==> config.mk <==
export PLATFORM = sky130hd
export DESIGN_NAME = rail_fence_decryptor
export DESIGN_NICKNAME = d
export VERILOG_FILES = /design/src/rtl/rail_fence_decryptor.sv
export SDC_FILE = /design/constraint.sdc
export NUM_CORES = 1
export LEC_CHECK = 0
export CAP_MARGIN = 10
export CORE_MARGIN = 4
export CORE_UTILIZATION = 45
export CTS_BUF_LIST = sky130_fd_sc_hd__clkbuf_8
export CTS_CLUSTER_SIZE = 25
export DETAILED_ROUTE_END_ITERATION = 12
export GPL_ROUTABILITY_DRIVEN = 0
export PLACE_DENSITY_LB_ADDON = 0.2
export SLEW_MARGIN = 20
export SYNTH_ARGS = -nofsm -noshare
export SYNTH_HDL_FRONTEND = slang
export SYNTH_SLANG_ARGS = --single-unit
==> constraint.sdc <==
create_clock -name clk -period 4.95 [get_ports clk]
set_input_delay 0.495 -clock clk [delete_from_list [all_inputs] [get_ports clk]]
set_output_delay 0.495 -clock clk [all_outputs]
set_load 0.05 [all_outputs]
==> src/rtl/rail_fence_decryptor.sv <==
// Rail fence decryptor: buffers ciphertext until the start token, counts the
// characters on each rail, then re-walks the zigzag to emit plaintext.
module rail_fence_decryptor #(
    parameter int                 D_WIDTH                = 8,
    parameter int                 KEY_WIDTH              = 8,
    parameter int                 MAX_NOF_CHARS          = 64,
    parameter int                 MAX_RAILS              = 8,
    parameter logic [D_WIDTH-1:0] START_DECRYPTION_TOKEN = 8'hFA
) (
    input  logic                 clk,
    input  logic                 rst_n,
    input  logic [D_WIDTH-1:0]   data_i,
    input  logic                 valid_i,
    input  logic [KEY_WIDTH-1:0] key,
    input  logic                 ready_i,
    output logic                 busy,
    output logic [D_WIDTH-1:0]   data_o,
    output logic                 valid_o,
    output logic                 err_o
);
    localparam int LEN_W  = $clog2(MAX_NOF_CHARS + 1);
    localparam int ADDR_W = (MAX_NOF_CHARS > 1) ? $clog2(MAX_NOF_CHARS) : 1;
    localparam int RAIL_W = (MAX_RAILS > 1) ? $clog2(MAX_RAILS) : 1;
    localparam int CMP_W  = ((KEY_WIDTH > LEN_W) ? KEY_WIDTH : LEN_W) + 1;

    typedef enum logic [1:0] {IDLE, COUNT, PREFIX, OUTPUT} state_t;

    state_t                           state_reg;
    logic [LEN_W-1:0]                 len_reg;
    logic [LEN_W-1:0]                 pos_reg;
    logic                             ovf_reg;
    logic                             busy_reg;
    logic                             valid_reg;
    logic                             err_reg;
    logic                             dir_down_reg;
    logic [RAIL_W-1:0]                rail_reg;
    logic [RAIL_W-1:0]                rails_m1_reg;
    logic [D_WIDTH-1:0]               data_reg;
    logic [D_WIDTH-1:0]               mem [MAX_NOF_CHARS];

    logic [MAX_RAILS-1:0][LEN_W-1:0]  ptr_vec;
    logic [MAX_RAILS:0][LEN_W-1:0]    start_sum;

    logic              token_acc;
    logic              char_acc;
    logic              pass_thru;
    logic              bad_key;
    logic              issue;
    logic [CMP_W-1:0]  key_ext;
    logic [CMP_W-1:0]  len_ext;
    logic [LEN_W-1:0]  rd_addr;
    logic [RAIL_W-1:0] rail_next;
    logic              dir_next;

    assign token_acc = (state_reg == IDLE) && valid_i && (data_i == START_DECRYPTION_TOKEN);
    assign char_acc  = (state_reg == IDLE) && valid_i && (data_i != START_DECRYPTION_TOKEN)
                       && (len_reg < LEN_W'(MAX_NOF_CHARS));
    assign key_ext   = CMP_W'(key);
    assign len_ext   = CMP_W'(len_reg);
    assign pass_thru = (key_ext <= CMP_W'(1)) || (key_ext >= len_ext);
    assign bad_key   = !pass_thru && (key_ext > CMP_W'(MAX_RAILS));
    assign issue     = (state_reg == OUTPUT) && (!valid_reg || ready_i) && (pos_reg != len_reg);
    assign rd_addr   = ptr_vec[rail_reg];

    // A single rail (rails_m1 == 0) degenerates the walk to buffer order.
    always_comb begin
        rail_next = '0;
        dir_next  = 1'b1;
        if (rails_m1_reg != '0) begin
            if (dir_down_reg) begin
                if (rail_reg == rails_m1_reg) begin
                    rail_next = rail_reg - RAIL_W'(1);
                    dir_next  = 1'b0;
                end else begin
                    rail_next = rail_reg + RAIL_W'(1);
                    dir_next  = 1'b1;
                end
            end else begin
                if (rail_reg == '0) begin
                    rail_next = rail_reg + RAIL_W'(1);
                    dir_next  = 1'b1;
                end else begin
                    rail_next = rail_reg - RAIL_W'(1);
                    dir_next  = 1'b0;
                end
            end
        end
    end

    assign start_sum[0] = '0;

    genvar gi;
    generate
        for (gi = 0; gi < MAX_RAILS; gi++) begin : g_rail
            logic [LEN_W-1:0] cnt_reg;
            logic [LEN_W-1:0] ptr_reg;

            assign start_sum[gi+1] = start_sum[gi] + cnt_reg;
            assign ptr_vec[gi]     = ptr_reg;

            always_ff @(posedge clk) begin
                if (!rst_n) begin
                    cnt_reg <= '0;
                    ptr_reg <= '0;
                end else begin
                    if (token_acc)
                        cnt_reg <= '0;
                    else if (state_reg == COUNT && rail_reg == RAIL_W'(gi))
                        cnt_reg <= cnt_reg + LEN_W'(1);

                    if (state_reg == PREFIX)
                        ptr_reg <= start_sum[gi];
                    else if (issue && rail_reg == RAIL_W'(gi))
                        ptr_reg <= ptr_reg + LEN_W'(1);
                end
            end
        end
    endgenerate

    // Message buffer with registered read feeding data_o directly.
    always_ff @(posedge clk) begin
        if (char_acc)
            mem[len_reg[ADDR_W-1:0]] <= data_i;
        if (!rst_n)
            data_reg <= '0;
        else if (issue)
            data_reg <= mem[rd_addr[ADDR_W-1:0]];
    end

    always_ff @(posedge clk) begin
        if (!rst_n) begin
            state_reg    <= IDLE;
            len_reg      <= '0;
            pos_reg      <= '0;
            ovf_reg      <= 1'b0;
            busy_reg     <= 1'b0;
            valid_reg    <= 1'b0;
            err_reg      <= 1'b0;
            dir_down_reg <= 1'b1;
            rail_reg     <= '0;
            rails_m1_reg <= '0;
        end else begin
            err_reg <= 1'b0;
            case (state_reg)
                IDLE: begin
                    if (token_acc) begin
                        ovf_reg      <= 1'b0;
                        rails_m1_reg <= pass_thru ? '0 : RAIL_W'(key_ext - CMP_W'(1));
                        rail_reg     <= '0;
                        dir_down_reg <= 1'b1;
                        pos_reg      <= '0;
                        if (len_reg != '0) begin
                            if (bad_key) begin
                                err_reg <= 1'b1;
                                len_reg <= '0;
                            end else begin
                                err_reg   <= ovf_reg;
                                busy_reg  <= 1'b1;
                                state_reg <= COUNT;
                            end
                        end
                    end else if (valid_i) begin
                        if (char_acc)
                            len_reg <= len_reg + LEN_W'(1);
                        else
                            ovf_reg <= 1'b1;
                    end
                end
                COUNT: begin
                    rail_reg     <= rail_next;
                    dir_down_reg <= dir_next;
                    pos_reg      <= pos_reg + LEN_W'(1);
                    if (pos_reg == len_reg - LEN_W'(1))
                        state_reg <= PREFIX;
                end
                PREFIX: begin
                    rail_reg     <= '0;
                    dir_down_reg <= 1'b1;
                    pos_reg      <= '0;
                    state_reg    <= OUTPUT;
                end
                OUTPUT: begin
                    if (issue) begin
                        valid_reg    <= 1'b1;
                        rail_reg     <= rail_next;
                        dir_down_reg <= dir_next;
                        pos_reg      <= pos_reg + LEN_W'(1);
                    end else if (valid_reg && ready_i) begin
                        // Final beat accepted: every position has been issued.
                        valid_reg <= 1'b0;
                        busy_reg  <= 1'b0;
                        len_reg   <= '0;
                        state_reg <= IDLE;
                    end
                end
                default: state_reg <= IDLE;
            endcase
        end
    end

    assign busy    = busy_reg;
    assign data_o  = data_reg;
    assign valid_o = valid_reg;
    assign err_o   = err_reg;
endmodule

==> results of run 1 <==
[kinds of logic after synthesis]
| family | after synthesis | share of synthesized area, % |
|---|---|---|
| AO/OA/AOI/OAI | 334 | 7.80 |
| AND/OR/NAND/NOR | 1076 | 16.3 |
| buffers and inverters | 171 | 2.68 |
| adder cells (fa/ha/maj) | 77 | 3.55 |
| multiplexers | 81 | 3.30 |
| flip-flops | 637 | 62.9 |
| XOR/XNOR | 114 | 3.51 |
[per-stage QoR]
step,hold slack (ps),setup TNS (ps),setup WS (ps),cells,power (mW)
global route,347,-538,-278,3507,11.4
floorplan,437,0,33.0,2490,6.37
global placement,458,-194,-145,3303,6.70
CTS,322,-118,-118,3501,11.1
detailed placement,466,-300,-189,3303,6.71
finish,385,-149,-77.2,3508,11.0
[path summary, 6_finish.rpt]
| path | to | slack [ps] | cells after the start |
|---|---|---|---|
| hold reg to reg | ovf_reg$_SDFFE_PN0P_ | 470 | 2 |
| hold / removal | rails_m1_reg[0]$_SDFFE_PN0P_ | 380 | 2 |
| setup reg to reg | g_rail[7].ptr_reg[5]$_SDFFE_PN0P_ | -80 | 21 |
| setup / recovery | g_rail[7].ptr_reg[5]$_SDFFE_PN0P_ | -80 | 21 |
[worst max-delay path, cell delays in order (launching register included)]
cell and delay, ps:
dfxtp_2 340, ha_4 160, fa_1 520, inv_2 50, fa_1 510, inv_2 60, fa_1 510, inv_1 60
fa_2 520, inv_2 60, ha_4 210, a21o_1 170, a21o_1 220, xor2_4 180, ha_4 290, inv_2 40
o21bai_1 180, a21oi_2 80, xor2_1 150, or3_1 340, a41o_1 220, o221ai_2 50
[report_power, final]
group	internal (mW)	switching, mW	total, mW
Clock	2.27	2.15	4.42
Sequential	5.86	0.0478	5.91
Combinational	0.191	0.518	0.709
Total	8.32	2.72	11.0
[metal layers]
| metal | share of wire [%] | GRT usage (%) | up-vias |
|---|---|---|---|
| met2 | 46 | 35.8 | 762 |
| met5 | 0.021 | 0 | - |
| met3 | 7.3 | 4.37 | 148 |
| met4 | 2.7 | 6.48 | 2 |
| met1 | 44 | 32.7 | 9836 |
| li1 | - | - | 9181 |
[cell type report]
| class | count | area share (%) |
|---|---|---|
| Sequential cell | 637 | 55.6 |
| Inverter | 43 | 0.506 |
| Timing Repair Buffer | 111 | 2.91 |
| Multi-Input combinational cell | 1682 | 31.4 |
| Clock buffer | 123 | 5.26 |
| Tap cell | 837 | 3.26 |
| Antenna cell | 2 | 0.0156 |
| Clock inverter | 73 | 1.06 |
[layout by cell type, fill, tap and decap left out, types with 32 or more instances in the layout]
master,Yosys,layout
clkbuf_8,0,123
xnor2_1,72,66
nor2_1,410,410
o21ai_0,32,32
a21oi_1,92,86
inv_1,43,88
xor2_1,42,37
ha_1,71,61
dfxtp_1,125,123
nand3_1,156,156
nand4_1,44,44
edfxtp_1,512,512
nand2_1,347,347
buf_4,2,75
mux2i_1,64,64
a211oi_1,43,42
[repair_timing]
item | 4_1_cts | 5_1_grt
hold endpoints to repair | 0 | 0
pin swaps | 11 | 21
setup endpoints to repair | 2 | 3
buffers inserted | 2 | 5
hold buffers | 0 | 0
resized for setup | 11 | 31
==> metrics, run 1 <==
run status=complete, but fails checks; violated checks=setup timing; CTS tree=built; count of buffers from port buffering=30; post-synth top area share=around 54%; share of layout cells above drive strength 1=between 10% and 20%; Synth Cell Area=28,400 sq um; largest cells by area after synthesis=edfxtp_1, dfxtp_1, nor2_1, nand2_1, ha_1; number of flip-flops under the largest register name=between 500 and 600; Leakage=between 10 and 15 nW; worst setup margin=-77.2 ps; CP Capture Type=flop; count leader, synth=edfxtp_1; drt drc=0; Synth area leader=edfxtp_1; fillers=between 5,000 and 6,000; Yosys cell types=73; H-tree Lvls=3; final instance area=between 30,000 and 40,000 sq um; final design utilization=around half; Async SR Flop Fraction=0%; fin nets=2,679; grt ovf=0; Slew @ Worst Pin=~1100 ps; # IOs=31; WL final=77,700 um; Hold Path Class=in2reg; Total GRT Usage=approximately 23%; RR Startpoint=g_rail[1].cnt_reg[0]$_SDFFE_PP0P_; Max VDD drop=0.202 mV; CTS Buf Count=107; EDFF count, synth=roughly 510; drt via density=5.68; Pwr per Cell Area=about 340 nW/um^2; Layout area overhead=13.1%; register area=17,900 sq um; num rows=91; DP Area=~30,000 sq um; critical path startpoint=g_rail[1].cnt_reg[0]$_SDFFE_PP0P_; Core ar.=62,200 sq um; area of the multi-input gates=roughly 10,000 sq um; syn avg cell area=about 11 sq um; first-pass GRT wire length=119,000 um; Max-Slew Margin vs Limit=roughly 28%; Final setup viols=2; Worst-Skew Late Latency=750 ps; clk buf depth=3; DR iter-0 viols=between 1,500 and 2,000; ANT nets after route=0; Initial Utilization=a little under half; initial antenna violation count=3; Worst EP arrival=around 5700 ps; Hold Path Origin=key[0]; Die W=259 um; Startpoint Class=flop; die height=259 um; die area=between 60,000 and 70,000 sq um; Synth Instances=around 2,500; CTS sink count=approximately 640; DR vias=between 15,000 and 20,000; clk_skew=~61 ps; clk slew on worst S/H paths=60 ps; Yosys reg bits=637; Hold Violations, Final=0; root buf cell=clkbuf_8; largest net degree at the start of global routing=65; Final HPWL DP=between 40,000 and 50,000 um; Fmax achieved=0.199 GHz; synth cell count leaders=edfxtp_1, nor2_1, nand2_1; register area share after synthesis=a little over three fifths; Top FF cell, synth=edfxtp_1; TritonRoute pass-1 iters=5; number of max-cap violations=0; Max Slew Vio Count=0; RSZ-0062 raised after global routing=true; final worst-path cycle share=102%; per-cell routed wire length=approximately 22 um; crit-path max FO=3; synthesized net count=~2,600; vias in the first global route=approximately 19,000; Worst Path Required=approximately 5600 ps; kind of critical path=reg2reg; Tmin final=a little over 5000 ps; Synth warnings=0
No activity file was read; power rests on OpenSTA's default activity.
==> run 2, diff against run 1 <==
Settings changed: GPL_ROUTABILITY_DRIVEN 0 to unset.
==> results of run 2 <==
Final layout, timing and power as in run 1 (identical DEF).
